### config.mk
export PLATFORM = sky130hd
export DESIGN_NAME = regfile_dump_flat
export DESIGN_NICKNAME = d
export VERILOG_FILES = /design/src/rtl/regfile_dump_if.sv /design/src/rtl/regfile_dump.sv /design/src/flat_wrapper.sv
export SDC_FILE = /design/constraint.sdc
export NUM_CORES = 1
export LEC_CHECK = 0
export BUFFER_PORTS_ARGS = -buffer_cell sky130_fd_sc_hd__buf_2
export CORE_MARGIN = 2
export CORE_UTILIZATION = 42
export DETAILED_ROUTE_END_ITERATION = 10
export PLACE_DENSITY = 0.72
export SLEW_MARGIN = 15
export SYNTH_ARGS = -nofsm -noshare
export SYNTH_HDL_FRONTEND = slang
export SYNTH_SLANG_ARGS = --single-unit
### constraint.sdc
create_clock -name clk -period 1.6 [get_ports clk]
set_input_delay 0.08 -clock clk [delete_from_list [all_inputs] [get_ports clk]]
set_output_delay 0.08 -clock clk [all_outputs]
set_load 0.05 [all_outputs]
### src/rtl/regfile_dump_if.sv
// Beat stream carrying one captured register per transfer from regfile_dump to its consumer.
// A beat is accepted at a rising edge where out_valid and out_ready are both high. The payload is held until then.
interface regfile_dump_if #(
   parameter int WIDTH = 64,
   parameter int AW    = 5
) ();
   logic             out_valid;
   logic             out_ready;
   logic [WIDTH-1:0] out_data;
   logic [AW-1:0]    out_index;
   logic             out_last;

   modport master (output out_valid, out_data, out_index, out_last, input out_ready);
   modport slave  (input out_valid, out_data, out_index, out_last, output out_ready);
endinterface

### src/rtl/regfile_dump.sv
// Debug read-out sequencer: sweeps the register file read port and streams one beat per register.
// Optional macro REGFILE_DUMP_SKIP_ZR_EN drops the zero register (last index) from the dump.
module regfile_dump #(
   parameter int NREGS = 32,
   parameter int WIDTH = 64,
   parameter int AW    = 5
) (
   input  logic             clk,
   input  logic             reset_n,
   input  logic             start,
   output logic             busy,
   output logic             done,
   output logic [AW-1:0]    ra,
   input  logic [WIDTH-1:0] rd,
   output logic [1:0]       dbg_state,
   regfile_dump_if.master   dump
);

`ifdef REGFILE_DUMP_SKIP_ZR_EN
   localparam int LAST = NREGS - 2;
`else
   localparam int LAST = NREGS - 1;
`endif

   typedef enum logic [1:0] {IDLE = 2'd0, LOAD = 2'd1, SEND = 2'd2, DONE = 2'd3} state_t;

   state_t        state;
   logic [AW-1:0] idx;

   // Address depends on state only, so out_ready never reaches ra or out_data combinationally.
   assign ra        = (state == LOAD || state == SEND) ? idx : '0;
   assign dbg_state = state;

   always_ff @(posedge clk) begin
      if (!reset_n) begin
         state          <= IDLE;
         idx            <= '0;
         busy           <= 1'b0;
         done           <= 1'b0;
         dump.out_valid <= 1'b0;
         dump.out_data  <= '0;
         dump.out_index <= '0;
         dump.out_last  <= 1'b0;
      end else begin
         case (state)
            IDLE: begin
               done <= 1'b0;
               if (start) begin
                  idx   <= '0;
                  busy  <= 1'b1;
                  state <= LOAD;
               end
            end
            LOAD: begin
               dump.out_data  <= rd;
               dump.out_index <= idx;
               dump.out_last  <= (idx == AW'(LAST));
               dump.out_valid <= 1'b1;
               state          <= SEND;
            end
            SEND: begin
               if (dump.out_ready) begin
                  dump.out_valid <= 1'b0;
                  if (dump.out_last) begin
                     busy  <= 1'b0;
                     done  <= 1'b1;
                     state <= DONE;
                  end else begin
                     idx   <= idx + AW'(1);
                     state <= LOAD;
                  end
               end
            end
            DONE: begin
               done  <= 1'b0;
               state <= IDLE;
            end
            default: state <= IDLE;
         endcase
      end
   end

endmodule

### src/flat_wrapper.sv
// flat-port wrapper written by rule: the top's interface ports become plain ports
module regfile_dump_flat 
#(
   parameter int NREGS = 32,
   parameter int WIDTH = 64,
   parameter int AW    = 5
)
  (clk, reset_n, start, busy, done, ra, rd, dbg_state, dump_out_valid, dump_out_data, dump_out_index, dump_out_last, dump_out_ready);
  regfile_dump_if #(.WIDTH(WIDTH), .AW(AW)) dump_i ();
  input  logic clk;
  input  logic reset_n;
  input  logic start;
  output logic busy;
  output logic done;
  output logic [AW-1:0] ra;
  input  logic [WIDTH-1:0] rd;
  output logic [1:0] dbg_state;
  output wire logic [$bits(dump_i.out_valid)-1:0] dump_out_valid;
  output wire logic [$bits(dump_i.out_data)-1:0] dump_out_data;
  output wire logic [$bits(dump_i.out_index)-1:0] dump_out_index;
  output wire logic [$bits(dump_i.out_last)-1:0] dump_out_last;
  input wire logic [$bits(dump_i.out_ready)-1:0] dump_out_ready;
  assign dump_out_valid = dump_i.out_valid;
  assign dump_out_data = dump_i.out_data;
  assign dump_out_index = dump_i.out_index;
  assign dump_out_last = dump_i.out_last;
  assign dump_i.out_ready = dump_out_ready;
  regfile_dump #(.NREGS(NREGS), .WIDTH(WIDTH), .AW(AW)) u_core (.clk(clk), .reset_n(reset_n), .start(start), .busy(busy), .done(done), .ra(ra), .rd(rd), .dbg_state(dbg_state), .dump(dump_i));
endmodule
# Yosys cells after proc, flatten, opt, wreduce, memory -nomap -nowiden

Index checks and enable logic that the tools add are counted.

Add/subtract/negate cells: 1
Multiply operators: 0
Div/mod/pow operators: 0
Order comparisons: 0
Equal/unequal tests: 8
Shifts and indexed selects: 0
Muxes and demuxes: 18
Bitwise gates (word level): 0
Reductions and logical operators: 11

Operators by type and width:

| kind                                                                     | count |
|---|---|
| 5-bit two-way mux                                                        | 4 |
| 5-bit one-hot mux with 2 select lines                                    | 1 |
| 2-bit one-hot mux with 4 select lines                                    | 1 |
| 4-bit AND reduction                                                      | 2 |
| 1-bit two-way mux                                                        | 6 |
| 2-bit two-way mux                                                        | 3 |
| 2-bit inequality test (second input constant)                            | 3 |
| 1-bit one-hot mux with 2 select lines                                    | 3 |
| 2-bit nonzero test                                                       | 3 |
| 5-bit by 1-bit adder with 5-bit output (second input constant)           | 1 |
| 5-bit equality test (second input constant)                              | 1 |
| 2-bit equality test (second input constant)                              | 2 |
| 2-bit AND reduction                                                      | 2 |
| 3-bit AND reduction                                                      | 1 |
| 2-bit by 1-bit equality test with 1-bit output (second input constant)   | 1 |
| 2-bit zero test                                                          | 1 |
| 2-bit by 1-bit inequality test with 1-bit output (second input constant) | 1 |
| 2-bit OR reduction                                                       | 1 |
| 1-bit logical OR                                                         | 1 |

Bits in registers: 80
Bits in latches: 0
Memory bits (writable): 0
Memory bits (read-only): 0
Input port bits: 68
Output and inout bits: 80
Memories kept: 0

# Logic depth before layout (Yosys ltp)

Word-level depth: 4
Depth in mapped cells: 6
Mapped depth without buffers: 6

# Least setup slack after synthesis

Ideal clock, no wire load.

Kind: register to register
Start: reg u_core.state[0], in the netlist u_core.dbg_state[0]
End: reg u_core.idx[4]
Library setup time: 129 ps
Data arrival time: 1886 ps
Required time: 1471 ps
Slack: -415 ps
Stages on the path, launching flop included: 7
Cell sequence: dfxtp_1 inv_1 ha_1 or2_2 and4_1 mux2i_1 nor2_1

Cells in the longest elaborated chain, start to end: 3
Elaborated cells on any way between the ends: 8

RTL lines:

| what                                                                                | line               | text |
|---|---|---|
| start, declared                                                                     | regfile_dump.sv:27 | `state_t state;` |
| start signal, assigned                                                              | regfile_dump.sv:36 | `state <= IDLE;` |
| start signal, assigned                                                              | regfile_dump.sv:51 | `state <= LOAD;` |
| start signal, assigned                                                              | regfile_dump.sv:59 | `state <= SEND;` |
| 2-bit equality test / 2-bit zero test (equally long branches)                       | regfile_dump.sv:45 | `case (state)` |
| 2-bit inequality test (no source line) / 2-bit nonzero test (equally long branches) | --                 |  |
| 4-bit AND reduction (no source line)                                                | --                 |  |
| end signal, assigned                                                                | regfile_dump.sv:69 | `idx <= idx + AW'(1);` |
| end, declared                                                                       | regfile_dump.sv:28 | `logic [AW-1:0] idx;` |

Several ways; a longest one is shown, not always the timed one.
A chain may end at the register's enable or synchronous reset.

# Worst setup path in the final report

Start: reg u_core.state[0], in the netlist u_core.dbg_state[0]
End: reg u_core.idx[1]

The elaborated chain is that of the path after synthesis.

==> qor.txt <==
CLOCKING
-----------------------------------------------------------------------------------------------------
CTS HTree Levels .......................................................................            3
Number of CTS-inserted buffers .........................................................            9
Number of clock sinks ..................................................................           80
Maximum clock insertion buffer count ...................................................            2
Worst-path clk slew ....................................................................      0.09 ns
Root buf cell .......................................................................... sky130_fd_sc_hd__clkbuf_8
Clock tree from TritonCTS ..............................................................          yes
Clock latency reported for the late side of the worst-skew pair ........................      0.33 ns

LOGIC SYNTHESIS
-----------------------------------------------------------------------------------------------------
Number of flops mapped to enable cells by yosys ........................................            0
Count of cell types in the netlist .....................................................           26
Fraction of the mapped netlist area in compound gates ..................................        3.03%
Register area share after synthesis ....................................................        49.7%
Primary FF master, synth ............................................................... sky130_fd_sc_hd__dfxtp_1
Number of nets produced by synthesis ...................................................          372
Mux cell area share after synthesis ....................................................        22.4%
Top cell type's share of synthesized area ..............................................        49.7%
Proportion of register bits with asynchronous set or reset after synthesis .............           0%
Post-Synthesis Cells ...................................................................          297
Post-synthesis share of cell area spent on full adders, half adders and majority gates .        2.72%
Biggest area consumer among synthesized cells .......................................... sky130_fd_sc_hd__dfxtp_1
Fraction of synthesized cell area in xor and xnor cells ................................           0%
Syn. warnings ..........................................................................            0
Yosys reg bits .........................................................................           80
Combinational family with the most area after synthesis ................................ multiplexers
Most instantiated cells after synthesis ................................................ 80 x sky130_fd_sc_hd__dfxtp_1, 73 x sky130_fd_sc_hd__nor2b_1, 71 x sky130_fd_sc_hd__mux2i_1
Most instantiated library cell after synthesis ......................................... sky130_fd_sc_hd__dfxtp_1
Ranking of synthesized cells by area ................................................... sky130_fd_sc_hd__dfxtp_1 50%, sky130_fd_sc_hd__mux2i_1 22%, sky130_fd_sc_hd__nor2b_1 14%
Average cell area after synthesis ......................................................     10.9 um2
Synthesized-area fraction occupied by and/or/nand/nor cells ............................        19.7%
Mapped Area ............................................................................     3220 um2

STA
-----------------------------------------------------------------------------------------------------
Hold violation total from the final report .............................................            0
Setup_tns ..............................................................................         0 ns
Part of the cycle the worst path needs .................................................        94.9%
Final setup violation count ............................................................            0
Setup repair after global routing missed its margin ....................................        false
Max-Slew Margin vs Limit ...............................................................        77.2%
Peak clock frequency supported by timing ...............................................    0.659 GHz
Final critical-path required period ....................................................      1.52 ns
Pins Over Slew Limit ...................................................................            0
Worst-margin pin slew ..................................................................     0.339 ns
Clock tree skew after final layout .....................................................    0.0101 ns

OUTCOME
-----------------------------------------------------------------------------------------------------
Result of the run ......................................................................    completed

GLOBAL ROUTE
-----------------------------------------------------------------------------------------------------
Global-route congestion overflow total .................................................            0
Total routing usage reported by global routing .........................................        18.3%
Number of global-route vias before repair ..............................................         2648
First-pass GRT wire length .............................................................     12600 um
Maximum number of pins on one net before global-route repair ...........................           44
Antenna violations before repair .......................................................            0

WORST SETUP PATH
-----------------------------------------------------------------------------------------------------
Capturing element type of the critical path ............................................    flip-flop
R2r worst-path depth ...................................................................            7
Data arrival time of the critical path .................................................      1.78 ns
Startpoint-to-endpoint class of the critical path ......................................      reg2reg
Kind of start point of the critical path ...............................................    flip-flop
Data required, critical path ...........................................................      1.86 ns
Largest fanout on the critical path ....................................................            5

HOLD PATH
-----------------------------------------------------------------------------------------------------
Hold-critical path depth ...............................................................            3
Min-Delay Path Class ...................................................................       in2reg

DIE
-----------------------------------------------------------------------------------------------------
Number of rows in the core area ........................................................           31
Area of the core region ................................................................     7330 um2
Floorplan die area .....................................................................     8390 um2
Die Span X .............................................................................      91.6 um
Floorplan die height ...................................................................      91.6 um
Number of ports placed on the die boundary .............................................          148
Initial core utilization ...............................................................        44.0%

JOB
-----------------------------------------------------------------------------------------------------
Max-cap violation count ................................................................            0

ROUTE
-----------------------------------------------------------------------------------------------------
Number of vias after detailed routing ..................................................         2696
Pre-Repair DR Iteration Count ..........................................................            4
Detailed-route vias per instance .......................................................         4.62
Remaining DRCs .........................................................................            0
Number of antenna-violating nets in the routed design ..................................            0
Total wirelength of the detailed-routed design .........................................      7750 um
First-iteration detailed-routing DRC count .............................................           44
Routed wirelength normalized by instance count .........................................      13.3 um

CELLS AND AREA
-----------------------------------------------------------------------------------------------------
Area growth from synthesis to layout ...................................................        47.0%
Share of layout cells above drive strength 1 ...........................................        38.0%
Filler cells ...........................................................................          618
Post-layout nets .......................................................................          555
Util after Layout ......................................................................        64.7%
Final antenna diode count ..............................................................            0

PLACE
-----------------------------------------------------------------------------------------------------
Detailed placer's ending HPWL ..........................................................      5130 um
Number of port buffers .................................................................          147
Placer's final routability congestion estimate .........................................        0.936

PWR
-----------------------------------------------------------------------------------------------------
Power per Cell Area ....................................................................  1390 nW/um2
VDD IR-drop max ........................................................................     0.647 mV
Static power due to leakage ............................................................   0.00219 uW

worst max-delay path: stages (launching register included):
cell and delay, ns:
sky130_fd_sc_hd__dfxtp_4 0.39, sky130_fd_sc_hd__inv_4 0.06, sky130_fd_sc_hd__ha_2 0.20, sky130_fd_sc_hd__or2_2 0.34, sky130_fd_sc_hd__nand4_4 0.12, sky130_fd_sc_hd__buf_4 0.13
sky130_fd_sc_hd__nand2_1 0.05, sky130_fd_sc_hd__a21oi_1 0.15
layer usage:
layer	up-vias	part of all wire (%)	GRT usage, %
met5	-	0	0
met4	0	0.90	6.31
met3	8	8.3	5.67
met2	112	47	29.4
met1	1215	44	23.4
li1	1361	-	-
cell families (layout without fill, tap and decap cells):
family / Yosys count / count (layout)
AOI/OAI and AO/OA: 15 / 15
adders and majority gates: 7 / 7
buffers and inverters: 19 / 206
DFF: 80 / 80
muxes: 72 / 72
and+or+nand+nor: 104 / 104
registers in the layout, summed over array words and instances, names as in the netlist:
name	count
u_core.dump.out_data	64
u_core.dump.out_index	5
u_core.idx	5
u_core.dbg_state	2
u_core.busy	1
u_core.done	1
u_core.dump.out_last	1
u_core.dump.out_valid	1
cell type report:
type,instances,area (um2),share of cell area [%]
sequential,80,1610,33.9
multi-input combinational,198,1590,33.6
timing repair buffer,188,1160,24.5
clock buffer,11,163,3.43
tap,99,124,2.61
clock inverter,4,75.1,1.58
inverter,3,13.8,0.290
layout by cell type (no fill, tap or decap), drive strengths merged, types with 3 or more instances in the layout:
master         n
o211a          3
nor2b         73
dlygate4sd3   33
a21oi          4
inv            3
nor2           5
ha             7
o21ai          5
dfxtp         80
mux2i         71
and2           5
buf          155
clkbuf        11
nand2          8
worst paths after layout:
| path | startpoint | endpoint | slack (ns) |
|---|---|---|---|
| worst min-delay path | rd[33] | u_core.dump.out_data[33] | 0.009 |
| worst max-delay path | u_core.dbg_state[0] | u_core.idx[1] | 0.08 |
| worst min register to register | u_core.dump.out_valid | u_core.dump.out_valid | 0.51 |
| worst max register to register | u_core.dbg_state[0] | u_core.idx[1] | 0.08 |
report_power, final:
part	total, uW	switching (uW)	internal, uW
sequential	2390	140	2250
clock	1730	721	1010
combinational	2470	1580	894
total	6590	2440	4150
per-stage QoR:
stage	area, um2	std cells	hold slack (ns)	worst slack (ns)	total power [uW]
after global placement	4120	534	0.333	0.0680	4730
after global routing	4740	583	0.00916	0.00370	6930
after CTS	4720	583	0.000223	0.000299	6620
final	4740	583	0.00938	0.0818	6590
after detailed placement	4120	534	0.346	0.0285	4780
after floorplan	3240	297	0.250	-0.00622	4220
what timing repair did:
action,4_1_cts,5_1_grt
hold buffers,33,0
buffers inserted,1,0
pin swaps,0,1
setup endpoints to repair,6,6
hold endpoints to repair,33,0
resized for setup,6,6
(Power assumes the default switching activity.)
